===== src/rtl/cpu_pkg.sv =====
`default_nettype none
// ============================================================================
// Module  : cpu_pkg
// Brief   : Shared requester indices, arbiter state encoding and width defaults.
// Revision: 1.0 - initial release
// ============================================================================
package cpu_pkg;

    localparam int REQ_IF     = 0;
    localparam int REQ_LD     = 1;
    localparam int REQ_IO     = 2;

    localparam int DEF_ADDR_W = 8;
    localparam int DEF_DATA_W = 8;

    typedef enum logic [3:0] {
        ST_IDLE  = 4'b0001,
        ST_ISSUE = 4'b0010,
        ST_WAIT  = 4'b0100,
        ST_DONE  = 4'b1000
    } arb_state_t;

    // Pointer moves to the requester just after the one-hot winner.
    function automatic logic [1:0] next_ptr(input logic [2:0] win);
        logic [1:0] p;
        p = 2'd0;
        if (win[REQ_IF]) p = 2'd1;
        if (win[REQ_LD]) p = 2'd2;
        if (win[REQ_IO]) p = 2'd0;
        return p;
    endfunction

endpackage
`default_nettype wire


===== src/rtl/rr_pick.sv =====
`default_nettype none
// ============================================================================
// Module  : rr_pick
// Brief   : Combinational 3-way round-robin picker, search starts at ptr.
// Revision: 1.0 - initial release
// ============================================================================
module rr_pick
    import cpu_pkg::*;
(
    input  logic [2:0] req,
    input  logic [1:0] ptr,
    output logic [2:0] win
);

    always_comb begin
        win = 3'b000;
        case (ptr)
            2'd1: begin
                if      (req[REQ_LD]) win = 3'b010;
                else if (req[REQ_IO]) win = 3'b100;
                else if (req[REQ_IF]) win = 3'b001;
            end
            2'd2: begin
                if      (req[REQ_IO]) win = 3'b100;
                else if (req[REQ_IF]) win = 3'b001;
                else if (req[REQ_LD]) win = 3'b010;
            end
            default: begin
                if      (req[REQ_IF]) win = 3'b001;
                else if (req[REQ_LD]) win = 3'b010;
                else if (req[REQ_IO]) win = 3'b100;
            end
        endcase
    end

endmodule
`default_nettype wire


===== src/rtl/mem_port_arbiter.sv =====
`default_nettype none
// ============================================================================
// Module  : mem_port_arbiter
// Brief   : Round-robin share of one memory port between IF, LD and IO.
// Revision: 1.0 - initial release
// ============================================================================
module mem_port_arbiter
    import cpu_pkg::*;
#(
    parameter int ADDR_W  = DEF_ADDR_W,
    parameter int DATA_W  = DEF_DATA_W,
    parameter int TIMEOUT = 15
) (
    input  logic                clk,
    input  logic                rst_n,
    input  logic [2:0]          req,
    input  logic [2:0]          we,
    input  logic [3*ADDR_W-1:0] addr,
    input  logic [3*DATA_W-1:0] wdata,
    output logic [2:0]          gnt,
    output logic [2:0]          done,
    output logic [2:0]          err,
    output logic [DATA_W-1:0]   rdata,
    output logic                busy,
    output logic                mem_en,
    output logic                mem_we,
    output logic [ADDR_W-1:0]   mem_addr,
    output logic [DATA_W-1:0]   mem_wdata,
    input  logic [DATA_W-1:0]   mem_rdata,
    input  logic                mem_ready
);

    localparam int                 C_CNT_W   = $clog2(TIMEOUT + 1);
    localparam logic [C_CNT_W-1:0] C_TIMEOUT = C_CNT_W'(TIMEOUT);

    arb_state_t         r_state;
    logic [1:0]         r_ptr;
    logic [C_CNT_W-1:0] r_cnt;
    logic [2:0]         w_win;
    logic               w_we;
    logic [ADDR_W-1:0]  w_addr;
    logic [DATA_W-1:0]  w_wdata;

    rr_pick u_pick (
        .req (req),
        .ptr (r_ptr),
        .win (w_win)
    );

    always_comb begin
        w_we    = 1'b0;
        w_addr  = '0;
        w_wdata = '0;
        for (int i = 0; i < 3; i++) begin
            if (w_win[i]) begin
                w_we    = we[i];
                w_addr  = addr[i*ADDR_W +: ADDR_W];
                w_wdata = wdata[i*DATA_W +: DATA_W];
            end
        end
    end

    always_ff @(posedge clk or negedge rst_n) begin
        if (!rst_n) begin
            r_state   <= ST_IDLE;
            r_ptr     <= 2'd0;
            r_cnt     <= '0;
            gnt       <= 3'b000;
            done      <= 3'b000;
            err       <= 3'b000;
            rdata     <= '0;
            busy      <= 1'b0;
            mem_en    <= 1'b0;
            mem_we    <= 1'b0;
            mem_addr  <= '0;
            mem_wdata <= '0;
        end else begin
            done   <= 3'b000;
            err    <= 3'b000;
            mem_en <= 1'b0;
            case (r_state)
                ST_IDLE: begin
                    if (|req) begin
                        gnt       <= w_win;
                        mem_we    <= w_we;
                        mem_addr  <= w_addr;
                        mem_wdata <= w_wdata;
                        mem_en    <= 1'b1;
                        busy      <= 1'b1;
                        r_cnt     <= '0;
                        r_state   <= ST_ISSUE;
                    end
                end
                // ISSUE runs with count 0 and TIMEOUT >= 1, so it can never time out.
                ST_ISSUE, ST_WAIT: begin
                    if (mem_ready) begin
                        done <= gnt;
                        if (!mem_we) rdata <= mem_rdata;
                        r_state <= ST_DONE;
                    end else if (r_cnt == C_TIMEOUT) begin
                        done    <= gnt;
                        err     <= gnt;
                        rdata   <= '0;
                        r_state <= ST_DONE;
                    end else begin
                        r_cnt   <= r_cnt + 1'b1;
                        r_state <= ST_WAIT;
                    end
                end
                ST_DONE: begin
                    r_ptr   <= next_ptr(gnt);
                    gnt     <= 3'b000;
                    busy    <= 1'b0;
                    r_state <= ST_IDLE;
                end
                default: begin
                    gnt     <= 3'b000;
                    busy    <= 1'b0;
                    r_state <= ST_IDLE;
                end
            endcase
        end
    end

endmodule
`default_nettype wire


===== config.mk =====
export PLATFORM = sky130hd
export DESIGN_NAME = mem_port_arbiter
export DESIGN_NICKNAME = d
export VERILOG_FILES = /design/src/rtl/cpu_pkg.sv /design/src/rtl/rr_pick.sv /design/src/rtl/mem_port_arbiter.sv
export SDC_FILE = /design/constraint.sdc
export NUM_CORES = 1
export LEC_CHECK = 0
export CAP_MARGIN = 5
export CORE_MARGIN = 10
export CORE_UTILIZATION = 44
export CTS_CLUSTER_SIZE = 25
export DETAILED_ROUTE_END_ITERATION = 8
export PLACE_DENSITY = 0.89
export REMOVE_ABC_BUFFERS = 1
export SLEW_MARGIN = 5
export SYNTH_ARGS = -nofsm -noshare
export SYNTH_HDL_FRONTEND = slang
export SYNTH_SLANG_ARGS = --single-unit

===== constraint.sdc =====
create_clock -name clk -period 2.1 [get_ports clk]
set_input_delay 0.42 -clock clk [delete_from_list [all_inputs] [get_ports clk]]
set_output_delay 0.42 -clock clk [all_outputs]
set_load 0.03 [all_outputs]

==> impl_metrics.csv <==
group,metric,value,unit
synthesis,avgSynthCellArea,9.25,µm²
placed_design,numPortBuffers,100,
grt,grt_pass1_wl,13400,µm
sta,clock_skew,0.00481,ns
pwr,combinationalPowerShare,59.8,%
routing,ant_nets,0,
setup_path,rrSetupSlack,0.19,ns
clock_tree,tritoncts,"done",
finish,diodes,0,
setup_path,path_delay_family,"buffers and inverters",
synthesis,synth_cell_types,46,
pwr,seqPwrFrac,27.9,%
synthesis,synthCells,273,
grt,track_usage,18.1,%
setup_path,critPathRequiredTime,1.68,ns
finish,final_cell_mix,"99 x clkdlybuf4s50_1, 45 x dfrtp_1, 33 x inv_1",
floorplan,die_area,9170,µm²
sta,fmax,519,MHz
grt,grt_overflow,0,
setup_path,arrival,1.51,ns
setup_path,max_stage_delay,0.73,ns
clock_tree,cts_max_path_buffers,2,
placed_design,gp_congestion,0.921,
sta,relSlewSlack,59.9,%
routing,drc,0,
grt,grt_pass1_vias,2744,
clock_tree,cts_setup_buffers,0,
routing,drt_iter0_drc,200,
floorplan,die_w,95.8,µm
setup_path,cp_slowest_cell,"clkdlybuf4s50_1",
synthesis,synth_edf_count,0,
sta,hold_viol_final,0,
job,cap_violations,0,
sta,setup_viol,0,
routing,vias_per_cell,5.51,
pwr,p_leak,1.71,nW
finish,final_common_cell,"clkdlybuf4s50_1",
pwr,clkPwrFrac,12.3,%
synthesis,ys_seq_area_share,45.6,%
routing,wire_per_inst,17.6,µm
hold_path,hold_class,"primary input to async pin",
clock_tree,numClockSinks,46,
pwr,p_sw_share,42.8,%
routing,drt_wl_total,8180,µm
synthesis,yosys_register_bits,46,
setup_path,setup.worst_path.class,"register to primary output",
finish,drive_gt1_share,14.8,%
synthesis,async_flop_share,100,%
finish,nets,460,
finish,syn_to_final_growth,53.6,%
floorplan,start_util,45.6,%
pwr,vdd_drop_max,0.669,mV
sta,finalSetupTns,0,ns
setup_path,startpoint_type,"register",
pwr,p_int,3.02,mW
run_status,status,"finished clean",
setup_path,cp_num_cells,1,
setup_path,r2r-start,"r_ptr[0]$_DFFE_PN0N_",
finish,finalInstanceArea,3880,µm²
synthesis,synth.cell_area,2530,µm²
clock_tree,clockRootBuffer,"clkbuf_8",
synthesis,synthFlopType,"dfrtp_1",
setup_path,reg2regPathDepth,6,
grt,grt_max_degree,47,
sta,period_share,91.7,%
placed_design,hpwlAfterDp,6300,µm
sta,finalCriticalPeriod,1.93,ns
clock_tree,cts_buffers,5,
clock_tree,htreeDepth,2,
synthesis,yosys_warnings,0,
sta,maxSlewViolCount,0,
pwr,powerDensity,1360,nW/µm²
setup_path,path_max_fanout,6,
clock_tree,path_clk_slew,0.09,ns
placed_design,placed_area,3760,µm²
routing,vias,2562,
sta,worst_slew_pin_slew,0.593,ns
routing,dr.pass1.iters,4,
floorplan,fp.dieH,95.8,µm
floorplan,io-pin-count,101,
grt,antenna_found_initial,0,
floorplan,std_cell_rows,27,
setup_path,r2r-end,"mem_wdata[1]$_DFFE_PN0P_",
clock_tree,clk_latency,0.29,ns
setup_path,path_cells,"clkdlybuf4s50_1",
floorplan,core_area,5540,µm²
setup_path,endpoint_kind,"primary output",
pwr,switchingPower,2.26,mW
setup_path,cp_num_buf_inv,1,
## logic make-up (layout without fill, tap and decap cells)
| logic type | Yosys count | count (layout) | synth area share (%) |
|---|---|---|---|
| fa+ha+maj | 3 | 3 | 1.49 |
| xor+xnor | 1 | 1 | 0.347 |
| flops | 46 | 46 | 45.6 |
| compound gates | 80 | 80 | 24.5 |
| simple gates | 92 | 92 | 19.6 |
| buf+inv | 51 | 171 | 8.47 |
## worst register-to-register path, cell delays in order (launching register included)
cell	delay, ns
dfrtp_1	0.39
inv_1	0.08
ha_2	0.21
or3b_4	0.42
a31oi_4	0.31
a221oi_1	0.16
a221oi_2	0.25
## repair_timing
action | CTS | global route
hold buffers | 0 | 0
endpoints found under the setup margin | 0 | 13
endpoints found under the hold margin | 0 | 0
gates resized for setup | 0 | 4
## metrics by stage
| stage | hold slack, ns | power [mW] | cells | worst slack [ns] | util (%) |
|---|---|---|---|---|---|
| 2_1_floorplan | 0.124 | 3.20 | 255 | -0.493 | - |
| 3_3_place_gp | 0.464 | 4.51 | 457 | -0.0505 | 67.9 |
| 3_5_place_dp | 0.471 | 4.60 | 457 | -0.119 | 67.9 |
| 4_1_cts | 0.223 | 5.28 | 465 | 0.114 | 69.9 |
| 5_1_grt | 0.265 | 5.63 | 465 | -0.0164 | 70.1 |
| 6_report | 0.211 | 5.29 | 465 | 0.174 | 70.1 |
## layout make-up
cell class / instances / area, µm²
fill: 435 / 1660
timing repair buffer: 130 / 1230
multi-input combinational: 176 / 1170
sequential: 46 / 1150
inverter: 33 / 124
tap: 72 / 90.1
clock buffer: 6 / 72.6
clock inverter: 2 / 37.5
## synthesized netlist by cell type, types with 2 or more instances
cell type / n / share of area [%]
nor3_1: 2 / 0.40
clkbuf_1: 7 / 1.0
nand3_1: 4 / 0.79
and3_1: 4 / 0.99
and2_1: 4 / 0.99
nor4_1: 9 / 2.2
o21ai_1: 2 / 0.40
ha_1: 3 / 1.5
o21ai_0: 21 / 4.2
a221oi_2: 9 / 5.3
inv_1: 33 / 4.9
a211oi_1: 8 / 2.4
buf_1: 2 / 0.30
a221oi_1: 16 / 5.5
nor2_1: 21 / 3.1
buf_2: 6 / 1.2
dfrtp_1: 45 / 45
buf_4: 2 / 0.59
a31oi_1: 10 / 2.5
a21oi_1: 7 / 1.4
nand2_1: 29 / 4.3
nand2b_1: 5 / 1.2
## layer usage
layer	vias up	global-route usage (%)	routed length, µm
li1	1213	-	-
met1	1209	19.6	3000
met2	123	32.3	4160
met3	17	5.91	816
met4	0	6.51	209
met5	-	0	0
## power groups by stage
| stage | clock network, mW | registers (mW) | logic (mW) |
|---|---|---|---|
| floorplan | 0 | 1.99 | 1.21 |
| global placement | 0 | 1.47 | 3.04 |
| detailed placement | 0 | 1.48 | 3.12 |
| CTS | 0.661 | 1.47 | 3.14 |
| global route | 0.694 | 1.51 | 3.43 |
| finish | 0.651 | 1.48 | 3.16 |
## flip-flops by register name, summed over array words and instances, names as in the netlist
register,count
r_state,4
busy,1
rdata,8
mem_addr,8
done,3
r_cnt,4
mem_we,1
gnt,3
err,3
r_ptr,2
mem_wdata,8
mem_en,1
## worst max-delay path by stage
| stage | startpoint | to | slack, ns |
|---|---|---|---|
| 6_report | gnt[1]$_DFFE_PN0P_ | gnt[1] | 0.17 |
| 5_1_grt | r_ptr[0]$_DFFE_PN0N_ | mem_addr[6]$_DFFE_PN0P_ | -0.02 |
| 4_1_cts | r_ptr[0]$_DFFE_PN0N_ | mem_wdata[1]$_DFFE_PN0P_ | 0.11 |
| 3_5_place_dp | req[2] | mem_wdata[1]$_DFFE_PN0P_ | -0.12 |
| 3_3_place_gp | req[2] | mem_addr[2]$_DFFE_PN0P_ | -0.05 |
| 2_1_floorplan | r_ptr[0]$_DFFE_PN0N_ | mem_addr[0]$_DFFE_PN0P_ | -0.49 |
Power figures use the tool's default switching activity.
